==> config.mk <==
export PLATFORM = sky130hd
export DESIGN_NAME = sha3_absorb_ctrl_flat
export DESIGN_NICKNAME = d
export VERILOG_FILES = /design/src/rtl/sha3_absorb_ctrl_if.sv /design/src/rtl/sha3_absorb_ctrl.sv /design/src/flat_wrapper.sv
export SDC_FILE = /design/constraint.sdc
export NUM_CORES = 2
export LEC_CHECK = 0
export CAP_MARGIN = 20
export CORE_AREA = 5 5 450 452
export CTS_BUF_LIST = sky130_fd_sc_hd__clkbuf_8 sky130_fd_sc_hd__clkbuf_16
export DETAILED_ROUTE_END_ITERATION = 10
export DIE_AREA = 0 0 455 457
export GPL_ROUTABILITY_DRIVEN = 0
export PLACE_DENSITY_LB_ADDON = 0.05
export SYNTH_ARGS = -nofsm -noshare
export SYNTH_HDL_FRONTEND = slang
export SYNTH_SLANG_ARGS = --single-unit
==> constraint.sdc <==
create_clock -name clk -period 3.3 [get_ports clk]
set_clock_uncertainty 0.1 [all_clocks]
set_input_delay 0.33 -clock clk [delete_from_list [all_inputs] [get_ports clk]]
set_output_delay 0.33 -clock clk [all_outputs]
set_load 0.02 [all_outputs]
==> src/rtl/sha3_absorb_ctrl_if.sv <==
// Message-source / permutation-core bus of the SHA3-256 absorb controller.
// The master modport is the side that supplies words and acknowledges blocks.
interface sha3_absorb_ctrl_if;
  logic [63:0]   in;
  logic          in_ready;
  logic          is_last;
  logic [3:0]    byte_num;
  logic          buffer_full;
  logic [1087:0] out;
  logic          out_ready;
  logic          last_block;
  logic          f_ack;

  modport master (
    output in, in_ready, is_last, byte_num, f_ack,
    input  buffer_full, out, out_ready, last_block
  );

  modport slave (
    input  in, in_ready, is_last, byte_num, f_ack,
    output buffer_full, out, out_ready, last_block
  );
endinterface

==> src/rtl/sha3_absorb_ctrl.sv <==
// SHA3-256 absorb controller: packs 64-bit message words into 17-word rate
// blocks, applies 0x06 ... 0x80 padding and hands blocks to the Keccak core.
module sha3_absorb_ctrl (
  input  logic               clk,
  input  logic               reset,
  sha3_absorb_ctrl_if.slave  bus
);

  typedef enum logic [1:0] {
    ST_FILL = 2'd0,
    ST_PAD  = 2'd1,
    ST_FULL = 2'd2,
    ST_DONE = 2'd3
  } state_t;

  state_t          state_r, state_s;
  logic [4:0]      cnt_r, cnt_s;
  logic [1087:0]   out_r, out_s;
  logic            pad_first_r, pad_first_s;
  logic            last_seen_r, last_seen_s;
  logic            last_block_r, last_block_s;
  logic            out_ready_r;
  logic            buffer_full_r;
  logic            ins_s;
  logic [63:0]     ins_word_s;
  logic [3:0]      n_s;

  // Keep the first n bytes, put the domain byte 0x06 at byte n, zero the rest.
  function automatic logic [63:0] pad_word(input logic [63:0] data, input logic [3:0] n);
    logic [63:0] w;
    w = 64'd0;
    for (int i = 0; i < 8; i++) begin
      if (i < int'(n)) begin
        w[63-8*i -: 8] = data[63-8*i -: 8];
      end else if (i == int'(n)) begin
        w[63-8*i -: 8] = 8'h06;
      end else begin
        w[63-8*i -: 8] = 8'h00;
      end
    end
    return w;
  endfunction

  // State register and registered outputs.
  always_ff @(posedge clk) begin
    if (reset) begin
      state_r       <= ST_FILL;
      cnt_r         <= 5'd0;
      out_r         <= '0;
      pad_first_r   <= 1'b0;
      last_seen_r   <= 1'b0;
      last_block_r  <= 1'b0;
      out_ready_r   <= 1'b0;
      buffer_full_r <= 1'b0;
    end else begin
      state_r       <= state_s;
      cnt_r         <= cnt_s;
      out_r         <= out_s;
      pad_first_r   <= pad_first_s;
      last_seen_r   <= last_seen_s;
      last_block_r  <= last_block_s;
      out_ready_r   <= (state_s == ST_FULL);
      buffer_full_r <= (state_s != ST_FILL);
    end
  end

  // Next-state, word insertion and padding decisions.
  always_comb begin
    state_s      = state_r;
    cnt_s        = cnt_r;
    out_s        = out_r;
    pad_first_s  = pad_first_r;
    last_seen_s  = last_seen_r;
    last_block_s = last_block_r;
    ins_s        = 1'b0;
    ins_word_s   = 64'd0;
    n_s          = (bus.byte_num > 4'd8) ? 4'd8 : bus.byte_num;

    case (state_r)
      ST_FILL: begin
        if (bus.in_ready && !buffer_full_r) begin
          ins_s = 1'b1;
          if (bus.is_last) begin
            // A full last word defers the 0x06 byte to the next inserted word.
            last_seen_s = 1'b1;
            pad_first_s = (n_s == 4'd8);
            ins_word_s  = pad_word(bus.in, n_s) |
                          (((n_s != 4'd8) && (cnt_r == 5'd16)) ? 64'h0000_0000_0000_0080 : 64'd0);
            if (cnt_r == 5'd16) begin
              state_s      = ST_FULL;
              last_block_s = (n_s != 4'd8);
            end else begin
              state_s = ST_PAD;
            end
          end else begin
            ins_word_s = bus.in;
            if (cnt_r == 5'd16) begin
              state_s = ST_FULL;
            end else begin
              state_s = ST_FILL;
            end
          end
        end else begin
          ins_s = 1'b0;
        end
      end

      ST_PAD: begin
        ins_s       = 1'b1;
        pad_first_s = 1'b0;
        ins_word_s  = (pad_first_r ? 64'h0600_0000_0000_0000 : 64'd0) |
                      ((cnt_r == 5'd16) ? 64'h0000_0000_0000_0080 : 64'd0);
        if (cnt_r == 5'd16) begin
          state_s      = ST_FULL;
          last_block_s = !pad_first_s;
        end else begin
          state_s = ST_PAD;
        end
      end

      ST_FULL: begin
        if (bus.f_ack) begin
          cnt_s        = 5'd0;
          last_block_s = 1'b0;
          if (last_block_r) begin
            state_s = ST_DONE;
          end else if (last_seen_r) begin
            state_s = ST_PAD;
          end else begin
            state_s = ST_FILL;
          end
        end else begin
          state_s = ST_FULL;
        end
      end

      ST_DONE: begin
        state_s = ST_DONE;
      end

      default: begin
        state_s = ST_FILL;
      end
    endcase

    if (ins_s) begin
      out_s = {out_r[1023:0], ins_word_s};
      cnt_s = cnt_r + 5'd1;
    end else begin
      out_s = out_r;
    end
  end

  assign bus.out         = out_r;
  assign bus.out_ready   = out_ready_r;
  assign bus.last_block  = last_block_r;
  assign bus.buffer_full = buffer_full_r;

endmodule

==> src/flat_wrapper.sv <==
// flat-port wrapper written by rule: the top's interface ports become plain ports
module sha3_absorb_ctrl_flat 
  (clk, reset, bus_in, bus_in_ready, bus_is_last, bus_byte_num, bus_f_ack, bus_buffer_full, bus_out, bus_out_ready, bus_last_block);
  sha3_absorb_ctrl_if bus_i ();
  input  logic clk;
  input  logic reset;
  input wire logic [$bits(bus_i.in)-1:0] bus_in;
  input wire logic [$bits(bus_i.in_ready)-1:0] bus_in_ready;
  input wire logic [$bits(bus_i.is_last)-1:0] bus_is_last;
  input wire logic [$bits(bus_i.byte_num)-1:0] bus_byte_num;
  input wire logic [$bits(bus_i.f_ack)-1:0] bus_f_ack;
  output wire logic [$bits(bus_i.buffer_full)-1:0] bus_buffer_full;
  output wire logic [$bits(bus_i.out)-1:0] bus_out;
  output wire logic [$bits(bus_i.out_ready)-1:0] bus_out_ready;
  output wire logic [$bits(bus_i.last_block)-1:0] bus_last_block;
  assign bus_i.in = bus_in;
  assign bus_i.in_ready = bus_in_ready;
  assign bus_i.is_last = bus_is_last;
  assign bus_i.byte_num = bus_byte_num;
  assign bus_i.f_ack = bus_f_ack;
  assign bus_buffer_full = bus_i.buffer_full;
  assign bus_out = bus_i.out;
  assign bus_out_ready = bus_i.out_ready;
  assign bus_last_block = bus_i.last_block;
  sha3_absorb_ctrl u_core (.clk(clk), .reset(reset), .bus(bus_i));
endmodule
# Yosys cells after proc, flatten, opt, wreduce, memory -nomap -nowiden
# Index checks and enable logic that the tools add are counted.
[classes]
n_addsub = 1
magnitude_cmp = 9
eq_ne = 19
n_mux = 69
n_bitwise = 2
reduce_logical = 14
[op_table]
columns = ["op", "n"]
rows = [
  ["8-bit 2-to-1 mux", 34],
  ["64-bit 2-to-1 mux", 2],
  ["64-bit bitwise OR", 2],
  ["64-bit one-hot mux with 2 select lines", 1],
  ["59-bit 2-to-1 mux", 1],
  ["3-bit 2-to-1 mux", 8],
  ["4-bit equality test (first input constant)", 4],
  ["3-bit by 4-bit < comparator with 1-bit output (first input constant)", 4],
  ["5-bit 2-to-1 mux", 3],
  ["2-bit 2-to-1 mux", 6],
  ["1-bit 2-to-1 mux", 9],
  ["3-bit by 4-bit equality test with 1-bit output (first input constant)", 2],
  ["1-bit by 4-bit < comparator with 1-bit output (first input constant)", 2],
  ["2-bit by 4-bit < comparator with 1-bit output (first input constant)", 2],
  ["2-bit one-hot mux with 4 select lines", 1],
  ["2-bit nonzero test", 4],
  ["2-bit equality test (second input constant)", 3],
  ["2-bit by 1-bit != test with 1-bit output (second input constant)", 3],
  ["3-bit AND reduction", 2],
  ["6-bit AND reduction", 1],
  ["5-bit by 1-bit adder with 5-bit output (second input constant)", 1],
  ["5-bit equality test (second input constant)", 1],
  ["2-bit by 4-bit equality test with 1-bit output (first input constant)", 1],
  ["4-bit equality test (second input constant)", 1],
  ["other kinds (13)", 16],
]
[totals]
register_bits = 1100
input_bits = 73
out_inout_bits = 1091
word_cells = 122

# Depth between registers and ports, before layout
[logic_depth]
ltp_word = 12
ltp_mapped = 11
depth_no_buf = 6

# Worst setup path before layout
# Ideal clock, no wire load.
[synth_path]
path_kind = "register to register"
startpoint = "reg u_core.state_r[1]"
endpoint = "reg u_core.out_r[356], in the netlist u_core.bus.out[356]"
setup_time_ns = 0.070
arrival_time_ns = 1.723
required_ns = 3.130
slack_ns = 1.407
path_stages_with_launch = 12
path_buffers = 5
period_less_slack_ns = 1.893
cell_sequence = "dfxtp_1 -> inv_1 -> ha_1 -> buf_2 -> and3b_1 -> buf_6 -> nor2_8 -> buf_6 -> buf_6 -> buf_2 -> nand2_1 -> a21oi_1"
[synth_via]
elab_chain_cells = 2
word_cells_on_any_way = 3
[synth_lines]
columns = ["element", "line", "source"]
rows = [
  ["start, declared", "sha3_absorb_ctrl.sv:16", "state_t state_r, state_s;"],
  ["start signal, assigned", "sha3_absorb_ctrl.sv:56", "state_r <= state_s;"],
  ["2-bit by 1-bit equality test with 1-bit output or 2-bit zero test (tied branches)", "sha3_absorb_ctrl.sv:79", "case (state_r)"],
  ["1-bit one-hot mux with 2 select lines (*)", "sha3_absorb_ctrl.sv:79", ""],
  ["end signal, assigned", "sha3_absorb_ctrl.sv:58", "out_r <= out_s;"],
  ["end, declared", "sha3_absorb_ctrl.sv:18", "logic [1087:0] out_r, out_s;"],
]
# Mark *: on every way between the ends. The rest lies on a longest branch, timed or not.
# A chain may end at the register's enable or synchronous reset.

# Worst setup path in the final report
[layout_path]
startpoint = "reg u_core.state_r[1]"
endpoint = "reg u_core.out_r[531], in the netlist u_core.bus.out[531]"
# The elaborated chain is that of the path after synthesis.

==> flow_metrics.env <==
export IMPL_portBuffers=1163
export IMPL_clockRootBuffer="clkbuf_16"
export IMPL_ys_ff_latch=1100
export IMPL_p_int_w=0.0256
export IMPL_drv_slew=0
export IMPL_finalSetupTns_ps=0
export IMPL_final_cells=8646
export IMPL_routedWlPerCell_um=25.1
export IMPL_synth_edff_count=0
export IMPL_start_util_pct=19.2
export IMPL_grt_pass1_wl_mm=297
export IMPL_drive_above_1_share_pct=5.70
export IMPL_drtIter0Drc=2095
export IMPL_cts_tree="built"
export IMPL_slew_headroom_pct=33.9
export IMPL_critPathSlowestCell="nor2_8"
export IMPL_grt_max_degree=123
export IMPL_status="completed"
export IMPL_power_share_combinational_pct=26.2
export IMPL_fmax_mhz=373
export IMPL_period_share_pct=81.3
export IMPL_drcViolationCount=0
export IMPL_finalSetupViolations=0
export IMPL_yosys_top_cells_area="dfxtp_1, nand2_1, a21oi_1, buf_2, clkbuf_1"
export IMPL_required_ps=3900
export IMPL_clk_pin_slew_ps=60
export IMPL_dp_cells=8346
export IMPL_io_pins=1164
export IMPL_cts_sinks=1100
export IMPL_seq_power_share_pct=34.6
export IMPL_switching_power_w=0.0147
export IMPL_rsz0062_at_grt="no"
export IMPL_yosysTopAreaCellShare_pct=57.8
export IMPL_yosys_most_used_dff="dfxtp_1"
export IMPL_swShare_pct=36.5
export IMPL_dp_hpwl_mm=166
export IMPL_vdd_drop_max_v=0.000545
export IMPL_power_per_cell_area_nw_per_um2=696
export IMPL_path_class="flop to flop"
export IMPL_p_clk_share_pct=39.3
export IMPL_nFillCells=21700
export IMPL_p_leak_nw=18.7
export IMPL_cts_buffers=144
export IMPL_cpMostUsedCell="buf_12"
export IMPL_hold_viol=0
export IMPL_yosysWarnings=0
export IMPL_grt_overflow=0
export IMPL_ys_types=39
export IMPL_crit_path_start_kind="flop"
export IMPL_grt_pass1_vias=36300
export IMPL_grt_busiest_layer="met2"
export IMPL_crit_family="simple AND/OR/NAND/NOR gates"
export IMPL_dieArea_um2=208000
export IMPL_final_antenna_net_count=0
export IMPL_crit_fanout=31
export IMPL_die_w_um=455
export IMPL_synth_area_per_cell_um2=7.99
export IMPL_register_area_um2=22000
export IMPL_drtPass1Iterations=5
export IMPL_tightest_slew_ps=992
export IMPL_clk_insertion_delay_late_ps=790
export IMPL_drt_wl_total_mm=217
export IMPL_via_per_inst=4.20
export IMPL_grt_usage_pct=20.0
export IMPL_async_flop_share_pct=0
export IMPL_core_area_um2=198000
export IMPL_crit_buf_inv=4
export IMPL_cp_end_kind="flop"
export IMPL_synth_cell_area_um2=38100
export IMPL_period_needed_ps=2680
export IMPL_grt_util_met2_pct=34.8
export IMPL_synth_largest_area_cell="dfxtp_1"
export IMPL_worstPathCellList="inv_1, ha_1, and3b_1, nor2_8, buf_12, buf_12, buf_12, nand2_1, a21oi_1"
export IMPL_num_rows=164
export IMPL_synth_cells=4768
export IMPL_nets=5959
export IMPL_antenna_found_initial=5
export IMPL_met1_usage_pct=21.6
export IMPL_hold_path_class="primary input to flop"
export IMPL_cp_arrival_ps=3280
export IMPL_final_util_pct=29.2
export IMPL_synth_seq_area_share_pct=57.8
export IMPL_maxCapViolCount=0
export IMPL_die_h_um=457
export IMPL_dr_total_vias=36300
export IMPL_slowest_delay_ps=420
export IMPL_area_delta_synth_final_pct=52.1
export IMPL_multi_input_area_um2=14200
export IMPL_clockBufferDepth=3
export IMPL_grtUsageMet3_pct=7.26
export IMPL_synthesis_nets=4847
export IMPL_cts_htree_levels=4
==> logic make-up after synthesis <==
family | after synthesis | share of synthesized area (%)
DFF | 1100 | 57.8
buffers and inverters | 370 | 5.10
muxes | 1 | 0.0295
AOI/OAI and AO/OA | 1133 | 15.4
adders and majority gates | 6 | 0.197
and+or+nand+nor | 2158 | 21.5
==> power groups by stage <==
stage	Clock, W	Sequential (W)	Combinational [W]
floorplan	0	0.0144	0.00639
global placement	0	0.0143	0.0109
detailed placement	0	0.0143	0.0108
CTS	0.0165	0.0140	0.0109
global route	0.0170	0.0140	0.0115
finish	0.0158	0.0139	0.0106
==> synthesized netlist by cell type (4+ instances only) <==
library cell / count
buf_4: 13
clkbuf_1: 128
nand3_1: 8
or3_1: 4
nand2_1: 2069
a22oi_1: 53
a31oi_1: 5
nand2b_1: 4
buf_2: 182
buf_6: 37
and2_1: 4
o21ai_0: 16
a21oi_1: 1048
ha_1: 6
dfxtp_1: 1100
nor2_1: 56
inv_1: 9
==> sequential cells by signal, indices dropped and copies added, names as in the netlist <==
name and count:
u_core.last_seen_r 1, u_core.bus.out_ready 1, u_core.cnt_r 5, u_core.pad_first_r 1, u_core.bus.buffer_full 1, u_core.bus.out 1088
u_core.bus.last_block 1, u_core.state_r 2
==> what timing repair did <==
action                                 CTS  global route
endpoints found under the hold margin   90             0
resized for setup                        0             0
hold buffers                            44             0
setup buffers                            0             0
==> path summary, 6_finish.rpt <==
path,startpoint,depth (start not counted),slack (ps),end
max,u_core.state_r[1],9,620,u_core.bus.out[531]
max reg2reg,u_core.state_r[1],9,620,u_core.bus.out[531]
min,bus_in[4],3,100,u_core.bus.out[4]
min reg2reg,u_core.bus.out[1046],2,350,u_core.bus.out[1046]
==> final cells by class <==
| class | instances | share of cell area (%) |
|---|---|---|
| inverters | 9 | 0.0583 |
| well taps | 2656 | 5.73 |
| clock buffers | 183 | 7.22 |
| repair buffers | 1327 | 23.6 |
| flip-flops and latches | 1100 | 38.0 |
| multi-input cells | 3298 | 24.4 |
| diodes | 3 | 0.0130 |
| clock inverters | 70 | 0.991 |
==> per-stage QoR <==
stage,worst slack (ps),instance area (um^2),hold WS [ps],power [W]
after floorplan,1410,38100,338,0.0208
after global placement,535,52800,339,0.0252
after detailed placement,532,52800,343,0.0251
after CTS,518,58000,1.30,0.0414
after global routing,420,58000,54.4,0.0425
final,618,58000,99.6,0.0404
==> cells in the final DEF (no fill, tap or decap), types with 5 or more instances in the layout <==
master / count
a21oi_1: 1048
a22oi_1: 53
a31oi_1: 5
buf_12: 54
buf_4: 66
bufinv_16: 7
clkbuf_16: 148
clkbuf_8: 35
clkdlybuf4s50_1: 1162
clkinv_2: 11
clkinv_8: 5
dfxtp_1: 1100
dlygate4sd3_1: 44
ha_1: 6
inv_1: 50
nand2_1: 2068
nand3_1: 8
nor2_1: 56
o21ai_0: 16
==> tightest hold or removal path: stages <==
cell and delay [ps]:
clkdlybuf4s50_1 460, a22oi_1 70, nor2_1 70
==> metal layers <==
metal / wire, um / share of wire, %
met1: 82100 / 38
met5: 13 / 0.0060
met3: 17600 / 8.1
met4: 10700 / 4.9
met2: 107000 / 49
Power figures use the tool's default switching activity.
